**config.mk**
```make
export PLATFORM = sky130hd
export DESIGN_NAME = multi_unit_scheduler_flat
export DESIGN_NICKNAME = d
export VERILOG_FILES = /design/src/rtl/multi_unit_scheduler_if.sv /design/src/rtl/multi_unit_scheduler.sv /design/src/flat_wrapper.sv
export SDC_FILE = /design/constraint.sdc
export NUM_CORES = 1
export LEC_CHECK = 0
export ABC_AREA = 1
export CAP_MARGIN = 20
export CELL_PAD_IN_SITES_DETAIL_PLACEMENT = 0
export CELL_PAD_IN_SITES_GLOBAL_PLACEMENT = 1
export CORE_MARGIN = 2
export CORE_UTILIZATION = 28
export DETAILED_ROUTE_END_ITERATION = 12
export MAX_ROUTING_LAYER = met4
export PLACE_DENSITY_LB_ADDON = 0.1
export SLEW_MARGIN = 25
export SYNTH_ARGS = -nofsm -noshare
export SYNTH_HDL_FRONTEND = slang
export SYNTH_SLANG_ARGS = --single-unit
```
**constraint.sdc**
```tcl
create_clock -name clock -period 2.4 [get_ports clock]
set_clock_uncertainty 0.2 [all_clocks]
set_input_delay 0.36 -clock clock [delete_from_list [all_inputs] [get_ports clock]]
set_output_delay 0.36 -clock clock [all_outputs]
set_load 0.02 [all_outputs]
```
**src/rtl/multi_unit_scheduler_if.sv**
```systemverilog
// Bus bundle between the requester fabric, the scheduler and the shared multi-cycle unit.
// slave = scheduler side, master = fabric/unit environment side.
interface multi_unit_scheduler_if #(
   parameter int NUM_REQ = 4,
   parameter int WIDTH   = 32,
   parameter int ID_W    = 2
);
   logic [NUM_REQ-1:0]       req_valid;
   logic [NUM_REQ*WIDTH-1:0] req_data;
   logic [NUM_REQ-1:0]       req_ready;
   logic                     resp_valid;
   logic                     resp_ready;
   logic [ID_W-1:0]          resp_id;
   logic [WIDTH-1:0]         resp_data;
   logic                     resp_error;
   logic                     unit_reset;
   logic                     unit_start;
   logic [WIDTH-1:0]         unit_in;
   logic                     unit_done;
   logic [WIDTH-1:0]         unit_out;

   modport slave (
      input  req_valid, req_data, resp_ready, unit_done, unit_out,
      output req_ready, resp_valid, resp_id, resp_data, resp_error,
             unit_reset, unit_start, unit_in
   );

   modport master (
      output req_valid, req_data, resp_ready, unit_done, unit_out,
      input  req_ready, resp_valid, resp_id, resp_data, resp_error,
             unit_reset, unit_start, unit_in
   );
endinterface

```
**src/rtl/multi_unit_scheduler.sv**
```systemverilog
// Round-robin scheduler sharing one multi-cycle unit between NUM_REQ requesters,
// one job in flight, result held until taken, unit recovered on timeout.
//
// state  | meaning
// IDLE   | arbitrate requesters, accept one job
// ISSUE  | one-cycle unit_start with the latched job
// WAIT   | wait for unit_done or abort at TIMEOUT
// RESP   | present result until resp_ready
module multi_unit_scheduler #(
   parameter int NUM_REQ = 4,
   parameter int WIDTH   = 32,
   parameter int TIMEOUT = 64,
   parameter int ID_W    = 2
) (
   input  logic clock,
   input  logic reset_n,
   multi_unit_scheduler_if.slave bus
);
   localparam int TW = $clog2(TIMEOUT);

   localparam logic [1:0] S_IDLE  = 2'd0;
   localparam logic [1:0] S_ISSUE = 2'd1;
   localparam logic [1:0] S_WAIT  = 2'd2;
   localparam logic [1:0] S_RESP  = 2'd3;

   logic [1:0]      state;
   logic [ID_W-1:0] prio_ptr;
   logic [ID_W-1:0] id_q;
   logic [ID_W-1:0] grant;
   logic [WIDTH-1:0] job_q;
   logic [WIDTH-1:0] res_q;
   logic            err_q;
   logic            rst_hold;
   logic [TW-1:0]   timer;
   logic            any_req;
   logic            accept;
   logic            timeout_hit;

   function automatic logic [ID_W-1:0] rr_pick(input logic [NUM_REQ-1:0] v,
                                               input logic [ID_W-1:0]    ptr);
      logic [ID_W-1:0] pick;
      logic            found;
      int              idx;
      pick  = '0;
      found = 1'b0;
      for (int k = 0; k < NUM_REQ; k++) begin
         idx = (int'(ptr) + k) % NUM_REQ;
         if (!found && v[idx[ID_W-1:0]]) begin
            found = 1'b1;
            pick  = ID_W'(idx);
         end
      end
      return pick;
   endfunction

   assign grant   = rr_pick(bus.req_valid, prio_ptr);
   assign any_req = |bus.req_valid;
   // rst_hold keeps the fabric out while the unit is still being reset
   assign accept  = (state == S_IDLE) && any_req && !rst_hold;

   // Done in the final WAIT cycle beats the timeout
   assign timeout_hit = (state == S_WAIT) && !bus.unit_done &&
                        (timer == TW'(TIMEOUT - 1));

   assign bus.req_ready  = accept ? (NUM_REQ'(1) << grant) : '0;
   assign bus.unit_start = (state == S_ISSUE);
   assign bus.unit_in    = job_q;
   assign bus.unit_reset = rst_hold | timeout_hit;
   assign bus.resp_valid = (state == S_RESP);
   assign bus.resp_id    = (state == S_RESP) ? id_q  : '0;
   assign bus.resp_data  = (state == S_RESP) ? res_q : '0;
   assign bus.resp_error = (state == S_RESP) ? err_q : 1'b0;

   always_ff @(posedge clock or negedge reset_n) begin
      if (!reset_n) begin
         state    <= S_IDLE;
         prio_ptr <= '0;
         id_q     <= '0;
         job_q    <= '0;
         res_q    <= '0;
         err_q    <= 1'b0;
         timer    <= '0;
         rst_hold <= 1'b1;
      end else begin
         rst_hold <= 1'b0;
         case (state)
            S_IDLE: begin
               if (accept) begin
                  job_q <= bus.req_data[grant*WIDTH +: WIDTH];
                  id_q  <= grant;
                  state <= S_ISSUE;
               end
            end
            S_ISSUE: begin
               timer <= '0;
               state <= S_WAIT;
            end
            S_WAIT: begin
               timer <= timer + 1'b1;
               if (bus.unit_done) begin
                  res_q <= bus.unit_out;
                  err_q <= 1'b0;
                  state <= S_RESP;
               end else if (timeout_hit) begin
                  res_q <= '0;
                  err_q <= 1'b1;
                  state <= S_RESP;
               end
            end
            S_RESP: begin
               if (bus.resp_ready) begin
                  prio_ptr <= (id_q == ID_W'(NUM_REQ - 1)) ? '0 : id_q + 1'b1;
                  state    <= S_IDLE;
               end
            end
            default: state <= S_IDLE;
         endcase
      end
   end
endmodule

```
**src/flat_wrapper.sv**
```systemverilog
// flat-port wrapper written by rule: the top's interface ports become plain ports
module multi_unit_scheduler_flat 
#(
   parameter int NUM_REQ = 4,
   parameter int WIDTH   = 32,
   parameter int TIMEOUT = 64,
   parameter int ID_W    = 2
)
  (clock, reset_n, bus_req_valid, bus_req_data, bus_resp_ready, bus_unit_done, bus_unit_out, bus_req_ready, bus_resp_valid, bus_resp_id, bus_resp_data, bus_resp_error, bus_unit_reset, bus_unit_start, bus_unit_in);
  multi_unit_scheduler_if #(.NUM_REQ(NUM_REQ), .WIDTH(WIDTH), .ID_W(ID_W)) bus_i ();
  input  logic clock;
  input  logic reset_n;
  input wire logic [$bits(bus_i.req_valid)-1:0] bus_req_valid;
  input wire logic [$bits(bus_i.req_data)-1:0] bus_req_data;
  input wire logic [$bits(bus_i.resp_ready)-1:0] bus_resp_ready;
  input wire logic [$bits(bus_i.unit_done)-1:0] bus_unit_done;
  input wire logic [$bits(bus_i.unit_out)-1:0] bus_unit_out;
  output wire logic [$bits(bus_i.req_ready)-1:0] bus_req_ready;
  output wire logic [$bits(bus_i.resp_valid)-1:0] bus_resp_valid;
  output wire logic [$bits(bus_i.resp_id)-1:0] bus_resp_id;
  output wire logic [$bits(bus_i.resp_data)-1:0] bus_resp_data;
  output wire logic [$bits(bus_i.resp_error)-1:0] bus_resp_error;
  output wire logic [$bits(bus_i.unit_reset)-1:0] bus_unit_reset;
  output wire logic [$bits(bus_i.unit_start)-1:0] bus_unit_start;
  output wire logic [$bits(bus_i.unit_in)-1:0] bus_unit_in;
  assign bus_i.req_valid = bus_req_valid;
  assign bus_i.req_data = bus_req_data;
  assign bus_i.resp_ready = bus_resp_ready;
  assign bus_i.unit_done = bus_unit_done;
  assign bus_i.unit_out = bus_unit_out;
  assign bus_req_ready = bus_i.req_ready;
  assign bus_resp_valid = bus_i.resp_valid;
  assign bus_resp_id = bus_i.resp_id;
  assign bus_resp_data = bus_i.resp_data;
  assign bus_resp_error = bus_i.resp_error;
  assign bus_unit_reset = bus_i.unit_reset;
  assign bus_unit_start = bus_i.unit_start;
  assign bus_unit_in = bus_i.unit_in;
  multi_unit_scheduler #(.NUM_REQ(NUM_REQ), .WIDTH(WIDTH), .TIMEOUT(TIMEOUT), .ID_W(ID_W)) u_core (.clock(clock), .reset_n(reset_n), .bus(bus_i));
endmodule
```
==> impl_results.md <==
* Outcome: finished with violations
* Failing checks: setup timing
* Port buffer count at 241
* Number of global-route vias before repair at 5764
* CTS clk-pin slew, worst paths at 0.06 ns
* Crit Path Max Fanout at 8
* #FFs+latches synth at 78
* Gr ovfl total at 0
* Setup TNS at -0.763 ns
* # rows at 49
* Endpoints failing hold at 0
* Drt wl/cell at 15.3 um
* Top_reg_cell synth: dfrtp_1
* Die Span Y at 140 um
* Finished Core Util at 46.4%
* Share of cells above drive strength 1 at 9.61%
* Post-synthesis cell area at 5140 um^2
* RePlAce Congestion at 0.807
* Initial Utilization at 28.5%
* # nets final at 1222
* DP Area at 7890 um^2
* Yosys top cell area share at 37.5%
* Kind of critical path: reg2out
* VDD IR max at 0.690 mV
* Core area at 18000 um^2
* Asr flop ratio synth at 100%
* Max H-tree Level at 3
* Initial antenna violation count at 0
* Die area at 19500 um^2
* CP Launch Type: flip-flop
* Mean post-synth cell area at 6.40 um^2
* Tmin final at 2.60 ns
* WL final at 19500 um
* Final worst slack at -0.204 ns
* Cell Pwr Density at 1330 nW/um^2
* Worst Setup End Kind: output port
* Clock latency on the worst-skew pair at 0.34 ns
* Max Root-Sink Buffers at 2
* CTS Buf Count at 9
* Commonest non-fill, non-tap cell in the layout: nand2_1
* Sequential cell area fraction in the yosys report at 38.0%
* WP data required at 1.84 ns
* Drt initial violations at 288
* Synth-to-layout area growth at 62.6%
* Final ANT Viol Nets at 0
* Diode count at 0
* Pin count of the biggest net entering global routing at 65
* Maxcap violations at 0
* Area of the multi-input gates at 2780 um^2
* Place WS at -0.613 ns
* Die Wd at 140 um
* Worst hold-check path type: reg2reg
* Syn Inst Count at 804
* First-pass GRT wire length at 30800 um
* Number of synthesized flops with an enable pin at 0
* Register area at 1960 um^2
* DPL Wire Length at 13200 um
* Unrepaired setup endpoints after global routing: yes
* Distinct cells, synth at 31
* Final setup violation count at 4
* Tcrit/Tclk final at 108%
* YS warnings at 0
* CTS sink count at 78
* Syn Nets at 978
* WP data arrival at 2.04 ns
* Fmax at 384 MHz
* Max Slew Vio Count at 0
* CTS tree: yes
* GRT Overall Usage at 20.3%
* Root Driver: clkbuf_16
* DRT Pass-1 Iters at 5
* Post-Layout Inst Area at 8360 um^2
* Residual DRC at 0
* FILL cells at 1874
* Synth area leaders: dfrtp_1 (37%), nand2_1 (29%), nand3_1 (16%)
* PnR Total Power at 11.2 mW
* Cell taking the most area after synthesis: dfrtp_1
* Most frequent cells in the layout: nand2_1 (389), clkdlybuf4s50_1 (199), nand3_1 (166)
* Leak at 4.59 nW
* Num ports at 242
* Vias at 5927
* Vias per cell at 4.63
==> cells by family after synthesis <==
group                    Yosys count  synth area share, %
AND/OR/NAND/NOR                  594                 48.6
buffers and inverters            107                 9.83
flip-flops                        78                 38.0
AO/OA/AOI/OAI                     18                 2.04
adder cells (fa/ha/maj)            6                 1.46
other                              1               0.0729
==> worst max-delay path: stages, from the launching register on <==
cell and delay, ns:
dfrtp_2 0.46, inv_4 0.08, nand2_1 0.07, nand2_2 0.07, nand2_2 0.09, nand2_4 0.08, buf_12 0.13, o211ai_4 0.15
nand2_1 0.09, inv_2 0.06, nand2_1 0.06, buf_4 0.14, nor2_2 0.09, buf_6 0.13
==> metrics by stage <==
| stage | hold slack (ns) | std cells |
|---|---|---|
| finish | 0.278 | 1280 |
| detailed placement | 0.120 | 1256 |
| global placement | 0.120 | 1256 |
| global route | 0.295 | 1280 |
| floorplan | -0.136 | 804 |
| CTS | 0.286 | 1277 |
==> power by group <==
| group | switching (mW) | internal [mW] | total (mW) |
|---|---|---|---|
| Combinational | 4.48 | 3.10 | 7.57 |
| Clock | 0.561 | 0.789 | 1.35 |
| Sequential | 0.343 | 1.89 | 2.23 |
==> registers in the layout, summed over array words and instances (netlist names) <==
signal              count
u_core.id_q             2
u_core.bus.unit_in     32
u_core.timer            6
u_core.err_q            1
u_core.res_q           32
u_core.rst_hold         1
u_core.state            2
u_core.prio_ptr         2
==> synthesized netlist by cell type (7+ instances only) <==
cell type and number:
a21oi_1 7, buf_1 8, buf_2 18, buf_6 7
clkbuf_1 14, dfrtp_1 77, inv_1 46, nand2_1 401
nand3_1 168, nor2_1 8
==> path summary, 6_finish.rpt <==
path	slack, ns	endpoint	depth (start not counted)	start
max	-0.20	bus_req_ready[1]	13	u_core.prio_ptr[0]
min	0.28	u_core.bus.unit_in[31]	2	u_core.bus.unit_in[31]
max reg2reg	0.05	u_core.bus.unit_in[5]	14	u_core.prio_ptr[0]
min reg2reg	0.28	u_core.bus.unit_in[31]	2	u_core.bus.unit_in[31]
max in group asynchronous	1.06	u_core.bus.unit_in[27]	3	reset_n
min in group asynchronous	0.29	u_core.bus.unit_in[9]	2	reset_n
==> final cells by class <==
class / count / share of cell area (%)
timing repair buffer: 287 / 34.3
multi-input combinational: 619 / 33.2
sequential: 78 / 23.4
tap: 229 / 3.43
clock buffer: 9 / 2.69
inverter: 53 / 2.41
clock inverter: 5 / 0.628
==> layer usage <==
layer  global-route usage, %  vias up  routed length [um]
met3                    5.33       22                1450
met1                    25.7     2700                8660
met5                       -        -                   0
met4                    5.74        0                 331
met2                    32.4      189                9090
li1                        -     3016                   -
==> repair_timing <==
item | in CTS | in global routing
endpoints found under the hold margin | 26 | 0
setup buffers | 5 | 3
pin swaps | 8 | 7
cloned | 1 | 0
gates resized for setup | 59 | 22
endpoints found under the setup margin | 72 | 38
hold buffers | 1 | 0
Note: power is estimated with default switching activity, not from simulation.
